**src/rtl/mem_arbiter_ctrl_pkg.sv**
```systemverilog
// Shared types and constants for the IF/LS memory arbiter.
// Holds the access-length codes, R/W encodings, enable levels and the arbiter state set.
package mem_arbiter_ctrl_pkg;

  typedef enum logic [1:0] {
    LEN_BYTE = 2'b00,
    LEN_HALF = 2'b01,
    LEN_WORD = 2'b11
  } ls_len_e;

  localparam logic RW_READ  = 1'b0;
  localparam logic RW_WRITE = 1'b1;

  localparam logic EN  = 1'b1;
  localparam logic DIS = 1'b0;

  typedef enum logic [1:0] {
    IDLE,
    IF_RD,
    LS_RD,
    LS_WR
  } arb_state_e;

endpackage

```
**src/rtl/mem_byte_seq.sv**
```systemverilog
// Byte sequencer for one RAM access: base/offset addressing, byte counter,
// lane assembly of returned read bytes and last-address / last-capture detect.
module mem_byte_seq
  import mem_arbiter_ctrl_pkg::*;
#(
  parameter int ADDR_W = 32,
  parameter int DATA_W = 32
) (
  input  logic              clk,
  input  logic              rst,
  input  logic              start,
  input  logic              abort,
  input  logic              step,
  input  logic [ADDR_W-1:0] start_addr,
  input  logic [1:0]        start_last,
  input  logic [7:0]        din,
  output logic [ADDR_W-1:0] addr,
  output logic [1:0]        cnt,
  output logic              last_addr,
  output logic              last_cap,
  output logic [DATA_W-1:0] asm_data
);

  logic [ADDR_W-1:0] addr_q, addr_d;
  logic [2:0]        cnt_q, cnt_d;
  logic [1:0]        last_q, last_d;
  logic [DATA_W-1:0] data_q, data_d;
  logic [2:0]        last_ext;
  logic [1:0]        lane;

  always_comb begin
    last_ext  = {1'b0, last_q};
    lane      = cnt_q[1:0] - 2'd1;
    last_addr = (cnt_q == last_ext);
    last_cap  = (cnt_q == last_ext + 3'd1);
    // Byte issued at count k returns while the count reads k+1.
    asm_data = data_q;
    if (cnt_q != 3'd0) asm_data[{lane, 3'b000} +: 8] = din;

    addr_d = addr_q;
    cnt_d  = cnt_q;
    last_d = last_q;
    data_d = data_q;
    if (start) begin
      addr_d = start_addr;
      cnt_d  = '0;
      last_d = start_last;
      data_d = '0;
    end else if (abort) begin
      addr_d = '0;
      cnt_d  = '0;
    end else if (step) begin
      cnt_d  = cnt_q + 3'd1;
      data_d = asm_data;
      addr_d = (cnt_q < last_ext) ? addr_q + ADDR_W'(1) : '0;
    end
  end

  always_ff @(posedge clk) begin
    if (rst) begin
      addr_q <= '0;
      cnt_q  <= '0;
      last_q <= '0;
      data_q <= '0;
    end else begin
      addr_q <= addr_d;
      cnt_q  <= cnt_d;
      last_q <= last_d;
      data_q <= data_d;
    end
  end

  assign addr = addr_q;
  assign cnt  = cnt_q[1:0];

endmodule

```
**src/rtl/mem_arbiter_ctrl.sv**
```systemverilog
// Arbitrates the byte-wide RAM port between instruction fetch and load/store,
// LS having fixed priority; each access is sequenced byte by byte by mem_byte_seq.
module mem_arbiter_ctrl
  import mem_arbiter_ctrl_pkg::*;
#(
  parameter int ADDR_W = 32,
  parameter int DATA_W = 32
) (
  input  logic              clk,
  input  logic              rst,
  input  logic              clr,
  input  logic              ifEn,
  input  logic [ADDR_W-1:0] ifAddr,
  output logic              ifOutEn,
  output logic [DATA_W-1:0] ifData,
  input  logic              dataEn,
  input  logic              LSRW,
  input  logic [ADDR_W-1:0] dataAddr,
  input  logic [1:0]        LSlen,
  input  logic [DATA_W-1:0] Sdata,
  output logic              LOutEn,
  output logic [DATA_W-1:0] Ldata,
  output logic              LSfree,
  input  logic [7:0]        mem_din,
  output logic [7:0]        mem_dout,
  output logic [ADDR_W-1:0] mem_a,
  output logic              mem_wr
);

  arb_state_e state_q, state_d;

  logic              pend_if_q, pend_if_d, pend_ls_q, pend_ls_d;
  logic [ADDR_W-1:0] if_addr_q, if_addr_d, ls_addr_q, ls_addr_d;
  logic [1:0]        ls_len_q, ls_len_d;
  logic              ls_rw_q, ls_rw_d;
  logic [DATA_W-1:0] ls_data_q, ls_data_d;

  logic              if_out_en_q, if_out_en_d, l_out_en_q, l_out_en_d;
  logic [DATA_W-1:0] if_data_q, if_data_d, ldata_q, ldata_d;
  logic              ls_free_q, ls_free_d, mem_wr_q, mem_wr_d;
  logic [7:0]        mem_dout_q, mem_dout_d;

  logic              ls_accept, if_accept, ls_req, if_req, ls_in_flight;
  logic [ADDR_W-1:0] ls_addr_eff, if_addr_eff;
  logic [1:0]        ls_len_eff, wr_idx;
  logic              ls_rw_eff;
  logic [DATA_W-1:0] ls_data_eff;

  logic              seq_start, seq_abort, seq_step, seq_last_addr, seq_last_cap;
  logic [ADDR_W-1:0] seq_addr_in, seq_addr;
  logic [1:0]        seq_last_in, seq_cnt;
  logic [DATA_W-1:0] seq_data;

  mem_byte_seq #(.ADDR_W(ADDR_W), .DATA_W(DATA_W)) u_seq (
    .clk        (clk),
    .rst        (rst),
    .start      (seq_start),
    .abort      (seq_abort),
    .step       (seq_step),
    .start_addr (seq_addr_in),
    .start_last (seq_last_in),
    .din        (mem_din),
    .addr       (seq_addr),
    .cnt        (seq_cnt),
    .last_addr  (seq_last_addr),
    .last_cap   (seq_last_cap),
    .asm_data   (seq_data)
  );

  // A request arriving with nothing pending is used directly so it can be granted at its latch edge.
  always_comb begin
    ls_in_flight = (state_q == LS_RD) || (state_q == LS_WR);
    ls_accept    = dataEn && !pend_ls_q && !ls_in_flight;
    if_accept    = ifEn && !clr && !pend_if_q && (state_q != IF_RD);
    ls_req       = pend_ls_q || ls_accept;
    if_req       = (pend_if_q && !clr) || if_accept;
    ls_addr_eff  = pend_ls_q ? ls_addr_q : dataAddr;
    ls_len_eff   = pend_ls_q ? ls_len_q  : LSlen;
    ls_rw_eff    = pend_ls_q ? ls_rw_q   : LSRW;
    ls_data_eff  = pend_ls_q ? ls_data_q : Sdata;
    if_addr_eff  = pend_if_q ? if_addr_q : ifAddr;
  end

  always_comb begin
    state_d = state_q;
    unique case (state_q)
      IDLE: begin
        if (ls_req) state_d = (ls_rw_eff == RW_WRITE) ? LS_WR : LS_RD;
        else if (if_req) state_d = IF_RD;
      end
      LS_RD: if (seq_last_cap) state_d = IDLE;
      LS_WR: if (seq_last_addr) state_d = IDLE;
      IF_RD: if (clr || seq_last_cap) state_d = IDLE;
      default: state_d = IDLE;
    endcase
  end

  always_comb begin
    pend_ls_d   = ls_req;
    pend_if_d   = if_req;
    ls_addr_d   = ls_accept ? dataAddr : ls_addr_q;
    ls_len_d    = ls_accept ? LSlen    : ls_len_q;
    ls_rw_d     = ls_accept ? LSRW     : ls_rw_q;
    ls_data_d   = ls_accept ? Sdata    : ls_data_q;
    if_addr_d   = if_accept ? ifAddr   : if_addr_q;

    seq_start   = DIS;
    seq_abort   = (state_q == IF_RD) && clr;
    seq_step    = (state_q != IDLE);
    seq_addr_in = ls_addr_eff;
    seq_last_in = ls_len_eff;
    wr_idx      = seq_cnt + 2'd1;

    if_out_en_d = DIS;
    l_out_en_d  = DIS;
    if_data_d   = if_data_q;
    ldata_d     = ldata_q;
    mem_wr_d    = DIS;
    mem_dout_d  = '0;

    unique case (state_q)
      IDLE: begin
        if (ls_req) begin
          seq_start = EN;
          pend_ls_d = DIS;
          if (ls_rw_eff == RW_WRITE) begin
            mem_wr_d   = EN;
            mem_dout_d = ls_data_eff[7:0];
          end
        end else if (if_req) begin
          seq_start   = EN;
          seq_addr_in = if_addr_eff;
          seq_last_in = LEN_WORD;
          pend_if_d   = DIS;
        end
      end
      LS_RD: begin
        if (seq_last_cap) begin
          l_out_en_d = EN;
          ldata_d    = seq_data;
        end
      end
      LS_WR: begin
        if (seq_last_addr) begin
          l_out_en_d = EN;
        end else begin
          mem_wr_d   = EN;
          mem_dout_d = ls_data_q[{wr_idx, 3'b000} +: 8];
        end
      end
      IF_RD: begin
        if (!clr && seq_last_cap) begin
          if_out_en_d = EN;
          if_data_d   = seq_data;
        end
      end
      default: ;
    endcase

    ls_free_d = !(pend_ls_d || (state_d == LS_RD) || (state_d == LS_WR));
  end

  always_ff @(posedge clk) begin
    if (rst) begin
      state_q     <= IDLE;
      pend_if_q   <= DIS;
      pend_ls_q   <= DIS;
      if_addr_q   <= '0;
      ls_addr_q   <= '0;
      ls_len_q    <= '0;
      ls_rw_q     <= RW_READ;
      ls_data_q   <= '0;
      if_out_en_q <= DIS;
      l_out_en_q  <= DIS;
      if_data_q   <= '0;
      ldata_q     <= '0;
      ls_free_q   <= EN;
      mem_wr_q    <= DIS;
      mem_dout_q  <= '0;
    end else begin
      state_q     <= state_d;
      pend_if_q   <= pend_if_d;
      pend_ls_q   <= pend_ls_d;
      if_addr_q   <= if_addr_d;
      ls_addr_q   <= ls_addr_d;
      ls_len_q    <= ls_len_d;
      ls_rw_q     <= ls_rw_d;
      ls_data_q   <= ls_data_d;
      if_out_en_q <= if_out_en_d;
      l_out_en_q  <= l_out_en_d;
      if_data_q   <= if_data_d;
      ldata_q     <= ldata_d;
      ls_free_q   <= ls_free_d;
      mem_wr_q    <= mem_wr_d;
      mem_dout_q  <= mem_dout_d;
    end
  end

  assign ifOutEn  = if_out_en_q;
  assign ifData   = if_data_q;
  assign LOutEn   = l_out_en_q;
  assign Ldata    = ldata_q;
  assign LSfree   = ls_free_q;
  assign mem_a    = seq_addr;
  assign mem_wr   = mem_wr_q;
  assign mem_dout = mem_dout_q;

endmodule

```
**config.mk**
```make
export PLATFORM = sky130hd
export DESIGN_NAME = mem_arbiter_ctrl
export DESIGN_NICKNAME = d
export VERILOG_FILES = /design/src/rtl/mem_arbiter_ctrl_pkg.sv /design/src/rtl/mem_byte_seq.sv /design/src/rtl/mem_arbiter_ctrl.sv
export SDC_FILE = /design/constraint.sdc
export NUM_CORES = 1
export LEC_CHECK = 0
export ABC_AREA = 1
export ABC_CLOCK_PERIOD_IN_PS = 2100
export BUFFER_PORTS_ARGS = -buffer_cell sky130_fd_sc_hd__buf_4
export CAP_MARGIN = 20
export CORE_MARGIN = 4
export CORE_UTILIZATION = 35
export CTS_CLUSTER_SIZE = 8
export DETAILED_ROUTE_END_ITERATION = 8
export PLACE_DENSITY_LB_ADDON = 0.05
export SLEW_MARGIN = 20
export SYNTH_ARGS = -nofsm -noshare
export SYNTH_HDL_FRONTEND = slang
export SYNTH_SLANG_ARGS = --single-unit
export TNS_END_PERCENT = 1
```
**constraint.sdc**
```tcl
create_clock -name clk -period 2.1 [get_ports clk]
set_clock_uncertainty 0.05 [all_clocks]
set_input_delay 0.105 -clock clk [delete_from_list [all_inputs] [get_ports clk]]
set_output_delay 0.105 -clock clk [all_outputs]
set_load 0.01 [all_outputs]
```
# == Word-level counts from Yosys, hierarchy flattened ==
# Cells that the tools add are included.
# word_totals
ff_bits,248
out_inout_bits,108
wordCells,110
# op_classes
n_addsub,6
order_cmp,1
eq_ne,8
n_shift,3
mux,42
bitwise_logic,2
reduce_logical,29
# ops
op,n
2-to-1 mux 32 bit,10
adder 32 x 1 -> 32 bit (second input constant),1
bitwise mux 32 bit,1
2-to-1 mux 8 bit,4
variable shift 8 x 7 -> 32 bit (first input constant),1
indexed part select 32 x 6 -> 8 bit,1
indexed part select 8 x 7 -> 32 bit,1
2-to-1 mux 2 bit,9
case mux 8 bit (2 select lines),1
2-to-1 mux 1 bit,14
== test 2 bit (second input constant),4
logical AND 1 bit,8
case mux 2 bit (4 select lines),1
negation 5 -> 7 bit,1
logical OR 1 bit,6
AND reduction 2 bit,3
nonzero test 3 bit,2
logical NOT 1 bit,5
case mux 1 bit (2 select lines),2
OR reduction 2 bit,2
adder 2 x 1 -> 3 bit (second input constant),1
adder 3 x 1 -> 3 bit (second input constant),1
== test 3 x 2 -> 1 bit,1
== test 3 bit,1
other kinds (9),10

# == Depth between registers and ports, before layout ==
# Gate-level depths: netlist of run 1.
# logic_depth
word_depth,12
depth_mapped,15
depth_no_buf,12

# == Modules after synthesis ==
# From an unflattened synthesis of run 1, not the netlist that was laid out.
# hier_totals
cells_unflattened,1812
area_unflattened_um2,12354.3
# by_module_without_submodules
module,instances,cells_each,area_per_inst_um2,seq_area_each_um2
mem_arbiter_ctrl,1,1100,7828.8,3583.4
mem_byte_seq,1,712,4525.6,1381.3

# == Worst setup path before layout of run 1 ==
# OpenSTA, ideal clock, no wires.
# synth_path
path_kind,register to register
startpoint,reg u_seq.cnt_q[0]
endpoint,"reg ldata_q[19], in the netlist Ldata[19]"
arrival_time_ps,2037
required_ps,1980
path_slack_ps,-58
path_stages_with_launch,9
period_less_slack_ps,2158
cell_sequence,dfxtp_1 -> inv_2 -> clkbuf_1 -> ha_1 -> nor2_2 -> inv_2 -> o31ai_1 -> nand3_1 -> a21oi_1
# synth_via
elab_chain_cells,5
word_cells_on_any_way,9
cone_classes,add/sub: 2; eq/ne: 1; shift: 2; mux: 2; reduce/logical: 2
# synth_lines
item,line,rtl
from (decl),mem_byte_seq.sv:25,"logic [2:0] cnt_q, cnt_d;"
from (signal assigned),mem_byte_seq.sv:67,cnt_q <= cnt_d;
subtractor 2 x 1 -> 2 bit (*),mem_byte_seq.sv:33,lane = cnt_q[1:0] - 2'd1;
named net u_seq.lane[0],mem_byte_seq.sv:29,logic [1:0] lane;
negation 5 -> 7 bit (*),mem_byte_seq.sv:38,"if (cnt_q != 3'd0) asm_data[{lane, 3'b000} +: 8] = din;"
indexed part select 8 x 7 -> 32 bit or variable shift 8 x 7 -> 32 bit (tied branches),mem_byte_seq.sv:38,
bitwise mux 32 bit (*),mem_byte_seq.sv:38,
2-to-1 mux 32 bit (*),mem_byte_seq.sv:38,
to (signal assigned),mem_arbiter_ctrl.sv:192,ldata_q <= ldata_d;
to (decl),mem_arbiter_ctrl.sv:39,"logic [DATA_W-1:0] if_data_q, if_data_d, ldata_q, ldata_d;"
# Mark *: on every way through the listed nets, which the timed path passes. The rest lies on a longest branch.
# A chain may end at the register's enable or synchronous reset.

# == Final worst setup path of run 1 ==
# layout_path
startpoint,reg state_q[0]
endpoint,"reg u_seq.addr_q[3], in the netlist u_seq.addr[3]"
# layout_via
elab_chain_cells,8
word_cells_on_any_way,22
cone_classes,eq/ne: 4; mux: 8; reduce/logical: 10
# layout_lines
item,line,rtl
from (decl),mem_arbiter_ctrl.sv:30,"arb_state_e state_q, state_d;"
from (signal assigned),mem_arbiter_ctrl.sv:181,state_q <= state_d;
== test 2 bit,mem_arbiter_ctrl.sv:72,ls_in_flight = (state_q == LS_RD) || (state_q == LS_WR);
logical OR 1 bit,mem_arbiter_ctrl.sv:72,
logical NOT 1 bit,mem_arbiter_ctrl.sv:73,ls_accept = dataEn && !pend_ls_q && !ls_in_flight;
logical AND 1 bit,mem_arbiter_ctrl.sv:73,
logical OR 1 bit,mem_arbiter_ctrl.sv:75,ls_req = pend_ls_q || ls_accept;
2-to-1 mux 1 bit or 2-to-1 mux 32 bit (tied branches),mem_arbiter_ctrl.sv:123,if (ls_req) begin
2-to-1 mux 1 bit or 2-to-1 mux 32 bit (tied branches),mem_arbiter_ctrl.sv:121,unique case (state_q)
nonzero test 3 bit (no source line) or 2-to-1 mux 32 bit (tied branches),-,
to (signal assigned),mem_byte_seq.sv:66,addr_q <= addr_d;
to (decl),mem_byte_seq.sv:24,"logic [ADDR_W-1:0] addr_q, addr_d;"
# Several ways; a longest one is shown, not always the timed one.

==> metrics.txt, run 1 <==
# TYPE chip_impl_metric gauge
chip_impl_info{name="worst_setup_path_end_kind",value="flop"} 1
chip_impl_metric{name="globalRoute.totalOverflow",unit=""} 0
chip_impl_metric{name="share_clk_of_total_power",unit=""} 0.260
chip_impl_metric{name="rows",unit=""} 67
chip_impl_metric{name="core_util_final",unit=""} 0.496
chip_impl_metric{name="antenna_cells_inserted",unit=""} 0
chip_impl_info{name="startpoint",value="state_q[0]$_SDFF_PP0_"} 1
chip_impl_metric{name="final_antenna_net_count",unit=""} 0
chip_impl_metric{name="num-fill-cells",unit=""} 3440
chip_impl_metric{name="timing_hold_violations_final",unit=""} 0
chip_impl_metric{name="antenna_found_initial",unit=""} 0
chip_impl_info{name="synthTopCellsByArea",value="dfxtp_1 41%, nand2_1 14%, nor2_1 8.1%"} 1
chip_impl_metric{name="timing_max_transition_violations_final",unit=""} 0
chip_impl_metric{name="area_of_the_multi_input_gates",unit="sq mm"} 0.00636
chip_impl_metric{name="die_width",unit="um"} 194
chip_impl_metric{name="ys_ff_latch",unit=""} 248
chip_impl_info{name="crit_path_cell_trace",value="inv_1, ha_1, nor2_2, nand2_2, nand2_4, nor2_2, nand3_2, inv_2, buf_4, a21oi_1, nand2_1, inv_1"} 1
chip_impl_info{name="timing.critical_path.max_delay_family",value="buffers and inverters"} 1
chip_impl_info{name="critical_path.reg2reg.startpoint",value="state_q[0]$_SDFF_PP0_"} 1
chip_impl_metric{name="drt-wirelength-per-cell",unit="um"} 16.9
chip_impl_metric{name="r2r_slack",unit="ps"} 40
chip_impl_metric{name="num-nets-final",unit=""} 2252
chip_impl_metric{name="worst-slew-pin-transition",unit="ps"} 760
chip_impl_metric{name="max-clock-path-buffers",unit=""} 3
chip_impl_metric{name="avg_inst_size_synth",unit="sq um"} 6.79
chip_impl_metric{name="cts_buffers",unit=""} 37
chip_impl_metric{name="path_clk_slew",unit="ps"} 50
chip_impl_metric{name="clk-insertion-delay-late",unit="ps"} 510
chip_impl_metric{name="finalPower",unit="mW"} 20.5
chip_impl_info{name="synthDominantAreaCellType",value="dfxtp_1"} 1
chip_impl_metric{name="p_sw",unit="mW"} 8.44
chip_impl_metric{name="post-route-drc-count",unit=""} 0
chip_impl_metric{name="yosysSeqAreaShare",unit=""} 0.409
chip_impl_metric{name="grt_use_total",unit=""} 0.221
chip_impl_metric{name="drive_above_1_share",unit=""} 0.184
chip_impl_info{name="start_kind",value="flop"} 1
chip_impl_info{name="cts.root.buffer_cell",value="clkbuf_16"} 1
chip_impl_metric{name="drt-pass1-iter-count",unit=""} 5
chip_impl_metric{name="wire_length_of_the_first_global_routing_pass",unit="um"} 68400
chip_impl_info{name="tritoncts_clock_tree",value="built"} 1
chip_impl_metric{name="area.growth.synth_to_final",unit="%"} 38.6
chip_impl_info{name="worst-setup-path-type",value="flop to flop"} 1
chip_impl_metric{name="power.switching_fraction",unit=""} 0.411
chip_impl_metric{name="pin_count",unit=""} 220
chip_impl_metric{name="synthCells",unit=""} 1788
chip_impl_metric{name="critPathMaxFanout",unit=""} 19
chip_impl_metric{name="power-per-cell-area",unit="mW/mm^2"} 1220
chip_impl_metric{name="cp.depth",unit=""} 12
chip_impl_metric{name="final_period_minus_worst_setup_slack",unit="ps"} 2060
chip_impl_info{name="cpMaxStageDelayCell",value="dfxtp_2"} 1
chip_impl_metric{name="setup_violations",unit=""} 0
chip_impl_metric{name="worstPathBufferInverterCount",unit=""} 4
chip_impl_metric{name="area_of_the_core",unit="sq mm"} 0.0339
chip_impl_metric{name="post-dp-hpwl",unit="um"} 30300
chip_impl_metric{name="synthesis.area",unit="sq mm"} 0.0121
chip_impl_metric{name="ir_drop",unit="V"} 0.000685
chip_impl_metric{name="critical_path.max_stage_delay",unit="ps"} 330
chip_impl_metric{name="synthesis.nets",unit=""} 1914
chip_impl_metric{name="detailed_route_via_count",unit=""} 12800
chip_impl_metric{name="intPower",unit="mW"} 12.1
chip_impl_metric{name="dr.first_iter.drc_count",unit=""} 898
chip_impl_metric{name="die_area",unit="sq mm"} 0.0377
chip_impl_metric{name="post-route-period-util",unit=""} 0.981
chip_impl_info{name="regToRegEndpoint",value="u_seq.addr[3]$_SDFFE_PP0P_"} 1
chip_impl_metric{name="ctsHtreeMaxLevel",unit=""} 2
chip_impl_metric{name="layout.area.seq",unit="sq mm"} 0.00497
chip_impl_metric{name="comb_power_share",unit=""} 0.433
chip_impl_metric{name="die_h",unit="um"} 194
chip_impl_metric{name="crit_arrival",unit="ps"} 2420
chip_impl_metric{name="maxCapViolCount",unit=""} 0
chip_impl_metric{name="max_freq",unit="GHz"} 0.486
chip_impl_metric{name="power.static_leakage",unit="nW"} 7.15
chip_impl_metric{name="first_global_vias",unit=""} 12200
chip_impl_metric{name="clock_sink_count",unit=""} 248
chip_impl_metric{name="io_buffer_count",unit=""} 219
chip_impl_metric{name="timing.critical_path.required",unit="ps"} 2460
chip_impl_metric{name="yosysWarningCount",unit=""} 0
chip_impl_metric{name="largest_net_degree_at_the_start_of_global_routing",unit=""} 83
chip_impl_metric{name="power.share.sequential",unit=""} 0.306
chip_impl_metric{name="yosys.area.top_type_share",unit=""} 0.409
chip_impl_metric{name="gp_congestion",unit=""} 0.848
chip_impl_info{name="grt_setup_unrepaired",value="true"} 1
chip_impl_metric{name="routed_wirelength",unit="um"} 43700
chip_impl_info{name="end_of_the_critical_path",value="u_seq.addr[3]$_SDFFE_PP0P_"} 1
chip_impl_info{name="outcome",value="complete, no violations"} 1
chip_impl_metric{name="viasPerCell",unit=""} 4.98
chip_impl_metric{name="worst_r2r_path_depth",unit=""} 12
chip_impl_metric{name="synth_cell_types",unit=""} 42
chip_impl_info{name="holdCritPathClass",value="input pin to flop"} 1
chip_impl_metric{name="max_slew_margin",unit=""} 0.493
chip_impl_metric{name="start_util",unit=""} 0.358
cell usage after synthesis:
| cell | instances |
|---|---|
| mux2i_1 | 25 |
| or2_2 | 1 |
| buf_2 | 31 |
| nand4_1 | 15 |
| nand3_2 | 1 |
| o22ai_1 | 7 |
| a21o_1 | 2 |
| a21oi_4 | 1 |
| nor2_2 | 9 |
| nand2_1 | 459 |
| buf_6 | 5 |
| o31ai_1 | 9 |
| nand2_4 | 5 |
| inv_2 | 7 |
| xor2_1 | 15 |
| or2_0 | 1 |
| nand3_4 | 1 |
| o21bai_1 | 4 |
| inv_1 | 81 |
| a31oi_1 | 8 |
| and2_0 | 1 |
| ha_1 | 14 |
| clkinv_1 | 2 |
| a211oi_1 | 2 |
| nor2_1 | 263 |
| o221ai_1 | 1 |
| nor3_1 | 2 |
| nor2_4 | 2 |
| a22oi_1 | 8 |
| and2_1 | 1 |
| o21ai_0 | 146 |
| o21ai_1 | 3 |
| clkbuf_1 | 57 |
| nor3b_1 | 1 |
| nand2_2 | 1 |
| nand3b_1 | 2 |
| buf_1 | 7 |
| buf_4 | 13 |
| a21oi_2 | 1 |
| a21oi_1 | 153 |
| dfxtp_1 | 248 |
| nand3_1 | 173 |
power groups by stage:
| stage | Clock, mW | Sequential (mW) | Combinational [mW] |
|---|---|---|---|
| after floorplan | 0 | 6.29 | 5.12 |
| after global routing | 5.67 | 6.40 | 9.78 |
| after global placement | 0 | 6.35 | 8.49 |
| final | 5.34 | 6.28 | 8.89 |
| after detailed placement | 0 | 6.37 | 8.52 |
| after CTS | 5.48 | 6.28 | 8.72 |
per-stage QoR:
step           instances  setup TNS [ps]  instance area, sq um  hold WS [ps]  worst slack (ps)
3_5_place_dp        2426               0                 14600           315              20.9
4_1_cts             2577               0                 16700          44.2              8.03
2_1_floorplan       1788               0                 12100           198              3.73
3_3_place_gp        2426               0                 14600           309              58.8
6_report            2578               0                 16800          36.0              40.3
5_1_grt             2578            -882                 16800          42.3              -117
worst register-to-register path, delay by kind of cell (launching register included):
| family | cells | cell delay [ps] |
|---|---|---|
| simple gates | 6 | 610 |
| compound gates | 1 | 100 |
| buf+inv | 4 | 690 |
| flops | 1 | 330 |
| fa+ha+maj | 1 | 190 |
logic make-up (layout without fill, tap and decap cells):
| logic type | after synthesis | after routing | share of synthesized area |
|---|---|---|---|
| XOR/XNOR | 15 | 15 | 0.0108 |
| AND/OR/NAND/NOR | 938 | 938 | 0.321 |
| AO/OA/AOI/OAI | 345 | 345 | 0.151 |
| multiplexers | 25 | 25 | 0.0206 |
| adder cells (fa/ha/maj) | 14 | 14 | 0.0144 |
| buffers and inverters | 203 | 545 | 0.0731 |
| flip-flops | 248 | 248 | 0.409 |
cell usage in the layout (no fill, tap or decap), drive strengths merged, types with 3 or more instances in the layout:
master       synthesis  routed
nand2              465     465
buf                 56     304
nor2               274     274
dfxtp              248     248
nand3              175     175
a21oi              155     155
o21ai              149     149
dlygate4sd3          0     108
inv                 88      89
clkbuf              57      41
mux2i               25      25
nand4               15      15
xor2                15      15
ha                  14      14
o31ai                9       9
a22oi                8       8
a31oi                8       8
o22ai                7       7
o21bai               4       4
clkinv               2       3
area by class of cell:
| class | instances | share of cell area |
|---|---|---|
| clock buffer | 41 | 0.0585 |
| clock inverter | 2 | 0.00104 |
| inverter | 90 | 0.0202 |
| multi-input combinational | 1337 | 0.378 |
| sequential | 248 | 0.296 |
| tap | 448 | 0.0333 |
| timing repair buffer | 412 | 0.213 |
how the worst min path moves through the flow:
stage                                  endpoint        from  slack, ps  depth (start not counted)
floorplan            if_addr_q[31]$_SDFFE_PP0P_  ifAddr[31]        200                          2
global placement     ls_data_q[13]$_SDFFE_PP0P_   Sdata[13]        310                          3
detailed placement   ls_data_q[13]$_SDFFE_PP0P_   Sdata[13]        310                          3
CTS                 u_seq.cnt_q[2]$_SDFFE_PP0N_         clr         40                          4
global route               pend_if_q$_SDFF_PP0_         clr         40                          6
finish                     pend_if_q$_SDFF_PP0_         clr         40                          6
registers in the layout, summed over array words and instances, names as in the netlist, 8 cells and up:
signal,flops
Ldata,32
ifData,32
if_addr_q,32
ls_addr_q,32
ls_data_q,32
u_seq.addr,32
u_seq.data_q,32
mem_dout,8
layer usage:
| metal | track usage | share of wire |
|---|---|---|
| met5 | 0 | 0 |
| met4 | 0.0591 | 0.024 |
| met3 | 0.0349 | 0.056 |
| met2 | 0.329 | 0.42 |
| met1 | 0.333 | 0.50 |
repair_timing:
item                                    4_1_cts  5_1_grt
pin swaps                                     0        1
resized for setup                             1       23
endpoints found under the hold margin       125        0
setup buffers                                 0        1
hold buffers                                108        0
endpoints found under the setup margin        1      113
Note: power is estimated with default switching activity, not from simulation.
==> inputs of run 2 (changes only) <==
- CAP_MARGIN: 20 -> default
- CTS_BUF_LIST: default -> sky130_fd_sc_hd__clkbuf_8
==> run 2 against run 1 <==
Against the previous run:
- worst hold slack better by 45 ps
- final cell count increased by 1.5%
- critical path depth stayed put
- sequential share of layout area increased by 0.20 points
- register-to-register slack gained 30 ps
- largest cell class unchanged
==> metrics.txt, run 2 (synthesis gave the netlist of run 1 again) <==
# TYPE chip_impl_metric gauge
chip_impl_metric{name="power.share.sequential",unit=""} 0.319
chip_impl_info{name="worst_setup_path_end_kind",value="flop"} 1
chip_impl_metric{name="maxCapViolCount",unit=""} 0
chip_impl_metric{name="setup_violations",unit=""} 0
chip_impl_metric{name="critical_path.max_stage_delay",unit="ps"} 330
chip_impl_metric{name="routed_wirelength",unit="um"} 43500
chip_impl_metric{name="rows",unit=""} 67
chip_impl_metric{name="worst-slew-pin-transition",unit="ps"} 746
chip_impl_metric{name="timing_hold_violations_final",unit=""} 0
chip_impl_metric{name="antenna_found_initial",unit=""} 0
chip_impl_metric{name="io_buffer_count",unit=""} 219
chip_impl_metric{name="pin_count",unit=""} 220
chip_impl_metric{name="placed_cells_incl_taps",unit=""} 2426
chip_impl_metric{name="power-per-cell-area",unit="mW/mm^2"} 1180
chip_impl_metric{name="critPathMaxFanout",unit=""} 19
chip_impl_metric{name="ctsHtreeMaxLevel",unit=""} 2
chip_impl_metric{name="intPower",unit="mW"} 11.2
chip_impl_metric{name="area.growth.synth_to_final",unit="%"} 37.6
chip_impl_info{name="top_sig_layer",value="met4"} 1
chip_impl_metric{name="num-fill-cells",unit=""} 3471
chip_impl_metric{name="comb_power_share",unit=""} 0.452
chip_impl_info{name="cts.root.buffer_cell",value="clkbuf_8"} 1
chip_impl_metric{name="setup_tns",unit="ps"} 0
chip_impl_info{name="grt_setup_unrepaired",value="true"} 1
chip_impl_info{name="mostFrequentLayoutCell",value="nand2_1"} 1
chip_impl_metric{name="viasPerCell",unit=""} 4.95
chip_impl_info{name="crit_path_cell_trace",value="inv_1, ha_1, nor2_2, nand2_2, nand2_4, nor2_2, nand3_2, inv_2, buf_4, a21oi_1, nand2_1, inv_1"} 1
chip_impl_metric{name="largest_net_degree_at_the_start_of_global_routing",unit=""} 83
chip_impl_metric{name="drive_above_1_share",unit=""} 0.192
chip_impl_metric{name="globalRoute.totalOverflow",unit=""} 0
chip_impl_metric{name="power.static_leakage",unit="nW"} 7.18
chip_impl_metric{name="cts_buffers",unit=""} 46
chip_impl_metric{name="clk-insertion-delay-late",unit="ps"} 580
chip_impl_metric{name="power.switching_fraction",unit=""} 0.431
chip_impl_metric{name="met2_length",unit="um"} 18300
chip_impl_info{name="start_kind",value="flop"} 1
chip_impl_metric{name="gp_congestion",unit=""} 0.848
chip_impl_metric{name="timing_max_transition_violations_final",unit=""} 0
chip_impl_metric{name="share_clk_of_total_power",unit=""} 0.229
chip_impl_metric{name="detailed_route_via_count",unit=""} 12900
chip_impl_metric{name="drt-pass1-iter-count",unit=""} 5
chip_impl_metric{name="post-route-period-util",unit=""} 0.965
chip_impl_info{name="tritoncts_clock_tree",value="built"} 1
chip_impl_metric{name="ir_drop",unit="V"} 0.000613
chip_impl_info{name="worst-setup-path-type",value="flop to flop"} 1
chip_impl_info{name="top_library_cells_by_usage_in_the_layout_fill_and_taps_aside",value="457 x nand2_1, 286 x buf_4, 257 x nor2_1"} 1
chip_impl_metric{name="max_slew_margin",unit=""} 0.503
chip_impl_metric{name="grt_use_total",unit=""} 0.220
chip_impl_metric{name="die_h",unit="um"} 194
chip_impl_metric{name="max_freq",unit="GHz"} 0.493
chip_impl_metric{name="wire_length_of_the_first_global_routing_pass",unit="um"} 68200
chip_impl_metric{name="post-route-drc-count",unit=""} 0
chip_impl_metric{name="antenna_cells_inserted",unit=""} 0
chip_impl_metric{name="final_period_minus_worst_setup_slack",unit="ps"} 2030
chip_impl_metric{name="max-clock-path-buffers",unit=""} 3
chip_impl_metric{name="p_sw",unit="mW"} 8.47
chip_impl_metric{name="clock_sink_count",unit=""} 248
chip_impl_metric{name="timing.critical_path.required",unit="ps"} 2510
chip_impl_metric{name="num-nets-final",unit=""} 2262
chip_impl_metric{name="dr.first_iter.drc_count",unit=""} 962
chip_impl_metric{name="wl_met1",unit="um"} 21600
chip_impl_metric{name="path_clk_slew",unit="ps"} 60
chip_impl_info{name="cpMaxStageDelayCell",value="dfxtp_2"} 1
chip_impl_metric{name="crit_arrival",unit="ps"} 2430
chip_impl_metric{name="drt-wirelength-per-cell",unit="um"} 16.6
chip_impl_metric{name="area_of_the_core",unit="sq mm"} 0.0339
chip_impl_metric{name="finalPower",unit="mW"} 19.7
chip_impl_metric{name="post-dp-hpwl",unit="um"} 30300
chip_impl_metric{name="met3_routed_wirelength",unit="um"} 2520
chip_impl_metric{name="final_antenna_net_count",unit=""} 0
chip_impl_metric{name="start_util",unit=""} 0.358
chip_impl_info{name="outcome",value="complete, no violations"} 1
chip_impl_metric{name="instances_no_fill",unit=""} 2616
chip_impl_metric{name="die_area",unit="sq mm"} 0.0377
chip_impl_info{name="holdCritPathClass",value="input pin to flop"} 1
chip_impl_metric{name="core_util_final",unit=""} 0.493
chip_impl_metric{name="die_width",unit="um"} 194
chip_impl_metric{name="first_global_vias",unit=""} 12300
chip_impl_metric{name="timing.hold.ws",unit="ps"} 80.8
run 2: changes by cell type in the layout (fill, tap and decap cells not counted), moves of 2 or more:
cell       delta
inv_8         +2
nand3_1       -3
nand3_2       +4
inv_1        +17
clkbuf_1      -2
clkbuf_8     +55
clkinv_2      +4
clkbuf_16    -39
run 2: routing by layer:
layer / GRT usage / vias up
met5: 0 / -
met2: 0.326 / 372
met4: 0.0604 / 0
met1: 0.331 / 5943
met3: 0.0377 / 68
li1: - / 6559
run 2: worst paths after layout:
check / from / end / slack, ps / cells after the start
max reg2reg: state_q[0]$_SDFF_PP0_ / u_seq.addr[3]$_SDFFE_PP0P_ / 70 / 12
min reg2reg: if_addr_q[27]$_SDFFE_PP0P_ / if_addr_q[27]$_SDFFE_PP0P_ / 410 / 2
min: ifEn / pend_if_q$_SDFF_PP0_ / 80 / 7
max: state_q[0]$_SDFF_PP0_ / u_seq.addr[3]$_SDFFE_PP0P_ / 70 / 12
run 2: through the flow:
step	cell area (sq um)	setup WS, ps
after floorplan	12100	3.73
after global placement	14600	58.8
after detailed placement	14600	20.9
after CTS	16600	7.93
after global routing	16700	-99.1
final	16700	73.2
run 2: power by group through the flow:
stage	Sequential [mW]	Combinational (mW)	Clock, mW
2_1_floorplan	6.29	5.12	0
3_3_place_gp	6.35	8.49	0
3_5_place_dp	6.37	8.52	0
4_1_cts	6.27	8.72	4.62
5_1_grt	6.39	9.76	4.84
6_report	6.27	8.87	4.51
run 2: final cells by class:
class                      instances  area (sq um)  area share
multi-input combinational       1337          6360       0.381
sequential                       248          4970       0.298
clock buffer                      55           757      0.0453
clock inverter                    25           123     0.00735
tap                              448           561      0.0336
inverter                          90           338      0.0202
timing repair buffer             413          3590       0.215
run 2: what timing repair did:
item                       CTS  global route
hold endpoints to repair   147             0
setup endpoints to repair    0           118
resized for setup            0            24
setup buffers                0             1
hold buffers               109             0
run 2: worst max-delay path, delay by kind of cell, from the launching register on:
kind,cells,cell delay (ps)
adders and majority gates,1,190
buffers and inverters,4,660
and+or+nand+nor,6,590
DFF,1,330
AOI/OAI and AO/OA,1,90
